**config.mk**
```make
export PLATFORM = sky130hd
export DESIGN_NAME = rs_codeword_framer_flat
export DESIGN_NICKNAME = d
export VERILOG_FILES = /design/src/rtl/rs_pkg.sv /design/src/rtl/rs_codeword_framer_if.sv /design/src/rtl/rs_par_shift.sv /design/src/rtl/rs_codeword_framer.sv /design/src/flat_wrapper.sv
export SDC_FILE = /design/constraint.sdc
export NUM_CORES = 1
export LEC_CHECK = 0
export CELL_PAD_IN_SITES_DETAIL_PLACEMENT = 1
export CELL_PAD_IN_SITES_GLOBAL_PLACEMENT = 2
export CORE_AREA = 4 4 151 153
export CTS_CLUSTER_DIAMETER = 120
export DETAILED_ROUTE_END_ITERATION = 16
export DIE_AREA = 0 0 155 157
export PLACE_DENSITY = 0.95
export SYNTH_ARGS = -nofsm -noshare
export SYNTH_HDL_FRONTEND = slang
export SYNTH_SLANG_ARGS = --single-unit
```
**constraint.sdc**
```tcl
create_clock -name clkin -period 5.1 [get_ports clkin]
set_input_delay 0.51 -clock clkin [delete_from_list [all_inputs] [get_ports clkin]]
set_output_delay 0.51 -clock clkin [all_outputs]
set_load 0.005 [all_outputs]
```
**src/rtl/rs_pkg.sv**
```systemverilog
// Shared types and constants for the RS(255,239) codeword framer.
// Holds the byte type, framer state encoding and a message-length clamp helper.
package rs_pkg;

    localparam int RS_NPAR    = 16;
    localparam int RS_MSG_MAX = 239;

    typedef logic [7:0] rs_byte_t;

    typedef enum logic [1:0] {
        ST_DATA,
        ST_LOAD,
        ST_PARITY
    } rs_state_t;

    function automatic rs_byte_t rs_clamp_len(input rs_byte_t req, input rs_byte_t max_len);
        return (req == 8'd0 || req > max_len) ? max_len : req;
    endfunction

endpackage

```
**src/rtl/rs_codeword_framer_if.sv**
```systemverilog
// Upstream message stream and downstream codeword stream of the framer.
// slave: framer side; master: the environment that feeds and drains it.
interface rs_codeword_framer_if;
    import rs_pkg::*;

    rs_byte_t s_data;
    logic     s_valid;
    logic     s_ready;
    rs_byte_t m_data;
    logic     m_valid;
    logic     m_ready;
    logic     m_last;
    logic     m_is_parity;

    modport slave (
        input  s_data, s_valid, m_ready,
        output s_ready, m_data, m_valid, m_last, m_is_parity
    );

    modport master (
        output s_data, s_valid, m_ready,
        input  s_ready, m_data, m_valid, m_last, m_is_parity
    );

endinterface

```
**src/rtl/rs_par_shift.sv**
```systemverilog
// Parity buffer: parallel-loads the 16 encoder remainder bytes, shifts one out per advance.
// Latency: head valid the cycle after load; each shift exposes the next byte one cycle later.
// Backpressure: holds contents whenever shift is low.
module rs_par_shift
    import rs_pkg::*;
(
    input  logic                       clk,
    input  logic                       rst,
    input  logic                       load,
    input  logic                       shift,
    input  logic [RS_NPAR-1:0][7:0]    par_in,
    output rs_byte_t                   head
);

    logic [RS_NPAR-1:0][7:0] sreg;

    always_ff @(posedge clk) begin
        if (rst) begin
            sreg <= '0;
        end else if (load) begin
            sreg <= par_in;
        end else if (shift) begin
            sreg <= {sreg[RS_NPAR-2:0], 8'h00};
        end
    end

    // Top entry is par15, so the highest-order remainder byte leaves first.
    assign head = sreg[RS_NPAR-1];

endmodule

```
**src/rtl/rs_codeword_framer.sv**
```systemverilog
// Frames MSG_LEN message bytes plus 16 RS parity bytes; RS_SHORT_CW_EN adds a per-codeword msg_len.
// Latency: 1 cycle s->m; one LOAD cycle between last data byte and first parity byte.
// Backpressure: single output register; s_ready only in DATA when that register is free.
module rs_codeword_framer
    import rs_pkg::*;
#(
    parameter int MSG_LEN = 239,
    parameter int NPAR    = 16
) (
    input  logic                 clkin,
    input  logic                 rst,
    rs_codeword_framer_if.slave  bus,
`ifdef RS_SHORT_CW_EN
    input  rs_byte_t             msg_len,
`endif
    output rs_byte_t             enc_datain,
    output logic                 enc_valid,
    output logic                 enc_clr,
    input  rs_byte_t             par0,  par1,  par2,  par3,
    input  rs_byte_t             par4,  par5,  par6,  par7,
    input  rs_byte_t             par8,  par9,  par10, par11,
    input  rs_byte_t             par12, par13, par14, par15
);

    localparam rs_byte_t LEN_MAX  = rs_byte_t'(MSG_LEN);
    localparam rs_byte_t PAR_LAST = rs_byte_t'(NPAR - 1);

    rs_state_t state, state_nxt;
    rs_byte_t  count, count_inc, len_now, par_head;
    logic      slot_free, accept, buf_load, par_adv;
    logic [RS_NPAR-1:0][7:0] par_vec;

    assign par_vec = {par15, par14, par13, par12, par11, par10, par9, par8,
                      par7,  par6,  par5,  par4,  par3,  par2,  par1, par0};

`ifdef RS_SHORT_CW_EN
    rs_byte_t cw_len;

    // Length is latched with byte 1; byte 1 itself must already see the new value.
    assign len_now = (count == 8'd0) ? rs_clamp_len(msg_len, LEN_MAX) : cw_len;

    always_ff @(posedge clkin) begin
        if (rst) begin
            cw_len <= LEN_MAX;
        end else if (accept && count == 8'd0) begin
            cw_len <= rs_clamp_len(msg_len, LEN_MAX);
        end
    end
`else
    assign len_now = LEN_MAX;
`endif

    assign slot_free   = !bus.m_valid || bus.m_ready;
    assign bus.s_ready = (state == ST_DATA) && slot_free && !rst;
    assign accept      = bus.s_valid && bus.s_ready;
    assign enc_valid   = accept;
    assign enc_datain  = bus.s_data;
    assign count_inc   = count + 8'd1;

    always_ff @(posedge clkin) begin
        if (rst) begin
            state <= ST_DATA;
        end else begin
            state <= state_nxt;
        end
    end

    // State returns to DATA once the final parity byte is loaded, so the next
    // codeword's first byte can be taken on the same cycle m_last is consumed.
    always_comb begin
        state_nxt = state;
        buf_load  = 1'b0;
        par_adv   = 1'b0;
        enc_clr   = rst;
        case (state)
            ST_DATA: begin
                if (accept && count_inc == len_now) begin
                    state_nxt = ST_LOAD;
                end
            end
            ST_LOAD: begin
                buf_load  = 1'b1;
                enc_clr   = 1'b1;
                state_nxt = ST_PARITY;
            end
            ST_PARITY: begin
                if (slot_free) begin
                    par_adv = 1'b1;
                    if (count == PAR_LAST) begin
                        state_nxt = ST_DATA;
                    end
                end
            end
            default: state_nxt = ST_DATA;
        endcase
    end

    always_ff @(posedge clkin) begin
        if (rst) begin
            count           <= 8'd0;
            bus.m_data      <= 8'd0;
            bus.m_valid     <= 1'b0;
            bus.m_last      <= 1'b0;
            bus.m_is_parity <= 1'b0;
        end else begin
            case (state)
                ST_DATA: begin
                    if (accept) begin
                        bus.m_data      <= bus.s_data;
                        bus.m_valid     <= 1'b1;
                        bus.m_is_parity <= 1'b0;
                        bus.m_last      <= 1'b0;
                        count           <= (count_inc == len_now) ? 8'd0 : count_inc;
                    end else if (bus.m_ready) begin
                        bus.m_valid <= 1'b0;
                    end
                end
                ST_LOAD: begin
                    if (bus.m_ready) begin
                        bus.m_valid <= 1'b0;
                    end
                end
                ST_PARITY: begin
                    if (par_adv) begin
                        bus.m_data      <= par_head;
                        bus.m_valid     <= 1'b1;
                        bus.m_is_parity <= 1'b1;
                        bus.m_last      <= (count == PAR_LAST);
                        count           <= (count == PAR_LAST) ? 8'd0 : count_inc;
                    end
                end
                default: ;
            endcase
        end
    end

    rs_par_shift u_par_shift (
        .clk    (clkin),
        .rst    (rst),
        .load   (buf_load),
        .shift  (par_adv),
        .par_in (par_vec),
        .head   (par_head)
    );

endmodule

```
**src/flat_wrapper.sv**
```systemverilog
// flat-port wrapper written by rule: the top's interface ports become plain ports
module rs_codeword_framer_flat import rs_pkg::*;
#(
    parameter int MSG_LEN = 239,
    parameter int NPAR    = 16
)
  (clkin, rst, enc_datain, enc_valid, enc_clr, par0, par1, par2, par3, par4, par5, par6, par7, par8, par9, par10, par11, par12, par13, par14, par15, bus_s_data, bus_s_valid, bus_m_ready, bus_s_ready, bus_m_data, bus_m_valid, bus_m_last, bus_m_is_parity);
  rs_codeword_framer_if bus_i ();
  input  logic clkin;
  input  logic rst;
  output rs_byte_t enc_datain;
  output logic enc_valid;
  output logic enc_clr;
  input  rs_byte_t par0;
  input  rs_byte_t par1;
  input  rs_byte_t par2;
  input  rs_byte_t par3;
  input  rs_byte_t par4;
  input  rs_byte_t par5;
  input  rs_byte_t par6;
  input  rs_byte_t par7;
  input  rs_byte_t par8;
  input  rs_byte_t par9;
  input  rs_byte_t par10;
  input  rs_byte_t par11;
  input  rs_byte_t par12;
  input  rs_byte_t par13;
  input  rs_byte_t par14;
  input  rs_byte_t par15;
  input wire logic [$bits(bus_i.s_data)-1:0] bus_s_data;
  input wire logic [$bits(bus_i.s_valid)-1:0] bus_s_valid;
  input wire logic [$bits(bus_i.m_ready)-1:0] bus_m_ready;
  output wire logic [$bits(bus_i.s_ready)-1:0] bus_s_ready;
  output wire logic [$bits(bus_i.m_data)-1:0] bus_m_data;
  output wire logic [$bits(bus_i.m_valid)-1:0] bus_m_valid;
  output wire logic [$bits(bus_i.m_last)-1:0] bus_m_last;
  output wire logic [$bits(bus_i.m_is_parity)-1:0] bus_m_is_parity;
  assign bus_i.s_data = bus_s_data;
  assign bus_i.s_valid = bus_s_valid;
  assign bus_i.m_ready = bus_m_ready;
  assign bus_s_ready = bus_i.s_ready;
  assign bus_m_data = bus_i.m_data;
  assign bus_m_valid = bus_i.m_valid;
  assign bus_m_last = bus_i.m_last;
  assign bus_m_is_parity = bus_i.m_is_parity;
  rs_codeword_framer #(.MSG_LEN(MSG_LEN), .NPAR(NPAR)) u_core (.clkin(clkin), .rst(rst), .bus(bus_i), .enc_datain(enc_datain), .enc_valid(enc_valid), .enc_clr(enc_clr), .par0(par0), .par1(par1), .par2(par2), .par3(par3), .par4(par4), .par5(par5), .par6(par6), .par7(par7), .par8(par8), .par9(par9), .par10(par10), .par11(par11), .par12(par12), .par13(par13), .par14(par14), .par15(par15));
endmodule
```
==> out/summary.txt <==
Total Routing Usage GR = 15.4%
Main synth FF type = dfxtp_1
CP endpoint kind = flop
Yosys top cell area share = 41.3%
Vias/cell = 4.86
via count = 5519
FF+latch count, synth = 149
DRC = 0
cell taking the most area after synthesis = dfxtp_1
unrepaired setup endpoints after global routing = false
Max-cap violations = 0
Slew Limit Headroom = 26.2%
hold crit path type = flop to flop
TritonCTS clock tree = yes
PortBufs = 161
num rows = 54
Clock power frac = 50.2%
worst vdd ir = 185 uV
EDFF count, synth = 0
Post-synth top cells = dfxtp_1, nor2_1, mux2i_1
clock root cell = clkbuf_16
min cycle time layout = 3.10 ns
crit path kind = flop to flop
dpl ws = 1.98 ns
ys async rst share = 0%
Synth Instances = 720
Final TNS setup = 0 ns
global-route wire length before repair = 30000 um
antenna violations before repair = 1
syn_nets = 867
switch share = 20.8%
TritonCTS buffer count = 17
outcome = complete, no violations
total power = 2.71 mW
fin area = 9600 sq um
setup violators final = 0
Cell Area, Synth = 7230 sq um
I/O pin count = 162
pin count of the biggest net entering global routing = 81
# H-tree levels = 4
syn avg cell area = 10.0 sq um
Arrival @ worst endpoint = 3.36 ns
Cell Pwr Density = 283 nW/um^2
Crit path required time = 5.36 ns
Post-Layout Cell Count = 1136
setup bufs post-CTS = 0
synth top area cells = dfxtp_1, mux2_2, mux2i_1, nor2_1, buf_2
Hold Fails Final Rpt = 0
NetSw = 0.564 mW
Clock Sinks = 149
achievable frequency = 323 MHz
Static Leak = 3.50 nW
Core Footprint = 21600 sq um
Ys Warns = 0
share of cells above drive strength 1 = 19.3%
CTS clk-pin slew, worst paths = 0.06 ns
WL/cell = 16.7 um
# nets final = 991
final period utilization = 60.8%
ANT nets after route = 0
final worst slack = 2.00 ns
register area share after synthesis = 41.3%
Area growth, synth to finish = 32.8%
Die X = 155 um
number of distinct library cells after synthesis = 43
Hold Buf Count CTS = 0
Die Span Y = 157 um
clock buffer depth = 2
PostCTS Resize Cnt = 0
Worst-Margin Slew = 1.11 ns
max-slew violation count = 0
Setup Skew = 0.00704 ns
critical path fanouts, max = 70
internal power = 2.15 mW
top-count cell post-synth = dfxtp_1
Seq pwr share = 43.2%
initial core utilization = 33.5%
vias in the first global route = 5742
DRT iter0 DRCs = 203
gr ovfl total = 0
gpl congestion = 0.743
die area = 24300 sq um
Post-Route WL = 19000 um
Logic pwr share = 6.6%
# diodes = 0
First-pass DRT Iterations = 4
startpoint types = flop
Final HPWL DP = 13500 um
Post-Place Cells = 1105
clk_lat worst skew = 0.41 ns
placed inst area = 8960 sq um
## placed cells by master, fill, tap and decap left out, types with 6 or more instances in the layout
master and n:
a211oi_1 8, a21oi_1 12, clkbuf_16 17, clkdlybuf4s50_1 160
dfxtp_1 149, ha_1 6, inv_1 9, mux2_2 120
mux2i_1 130, nand2_1 25, nand3b_1 9, nor2_1 137
o21ai_0 8
## registers in the layout (all words and copies together) (netlist names)
signal                   count
u_core.bus.m_valid           1
u_core.bus.m_last            1
u_core.bus.m_is_parity       1
u_core.bus.m_data            8
u_core.count                 8
u_core.u_par_shift.sreg    120
u_core.u_par_shift.head      8
u_core.state                 2
## per-stage QoR
stage / hold WS, ns / utilization, %
floorplan: 0.458 / -
global route: 0.516 / 44.5
finish: 0.486 / 44.5
global placement: 0.471 / 41.6
detailed placement: 0.482 / 41.6
CTS: 0.493 / 44.5
## power groups by stage
stage          clock (mW)  sequential [mW]  combinational, mW
3_5_place_dp            0             1.20              0.182
5_1_grt              1.45             1.17              0.192
2_1_floorplan           0             1.20             0.0397
6_report             1.36             1.17              0.179
4_1_cts              1.39             1.17              0.182
3_3_place_gp            0             1.20              0.181
## worst max-delay path, stage by stage, from the launching register on
cell and delay, ns:
dfxtp_1 0.36, inv_1 0.12, ha_1 0.75, nand2_4 0.67, buf_12 0.43, mux2_2 0.33, mux2i_1 0.14, nor2_1 0.06
## final cells by class
cell class              instances  area [sq um]
fillers                      2376         12000
well taps                     280           350
flip-flops and latches        149          2980
inverters                       9          33.8
repair buffers                166          1660
clock inverters                10           170
multi-input cells             501          3930
clock buffers                  21           470
## path summary, 6_finish.rpt
check | to | startpoint | slack [ns] | cells past startpoint
setup / recovery | u_core.u_par_shift.sreg[62] | u_core.state[0] | 2.00 | 7
hold / removal | u_core.u_par_shift.sreg[1] | u_core.u_par_shift.sreg[1] | 0.49 | 2
setup reg to reg | u_core.u_par_shift.sreg[62] | u_core.state[0] | 2.00 | 7
hold reg to reg | u_core.u_par_shift.sreg[1] | u_core.u_par_shift.sreg[1] | 0.49 | 2
## routing by layer
layer / wire length, um / up-vias / GRT usage [%]
met2: 9050 / 110 / 26.0
met1: 8720 / 2640 / 19.5
met4: 284 / 2 / 4.54
met3: 883 / 23 / 3.77
li1: - / 2744 / -
met5: 8 / - / 0
## cell families (layout without fill, tap and decap cells)
kind of cell               count (synthesis)  after routing  share of synthesized area [%]
muxes                                    250            250                           36.7
and+or+nand+nor                          193            193                           11.3
DFF                                      149            149                           41.3
buffers and inverters                     70            206                           4.64
AOI/OAI and AO/OA                         48             48                           4.50
adders and majority gates                  7              7                           1.21
xor gates and xnor gates                   3              3                          0.364
Power figures use the tool's default switching activity.
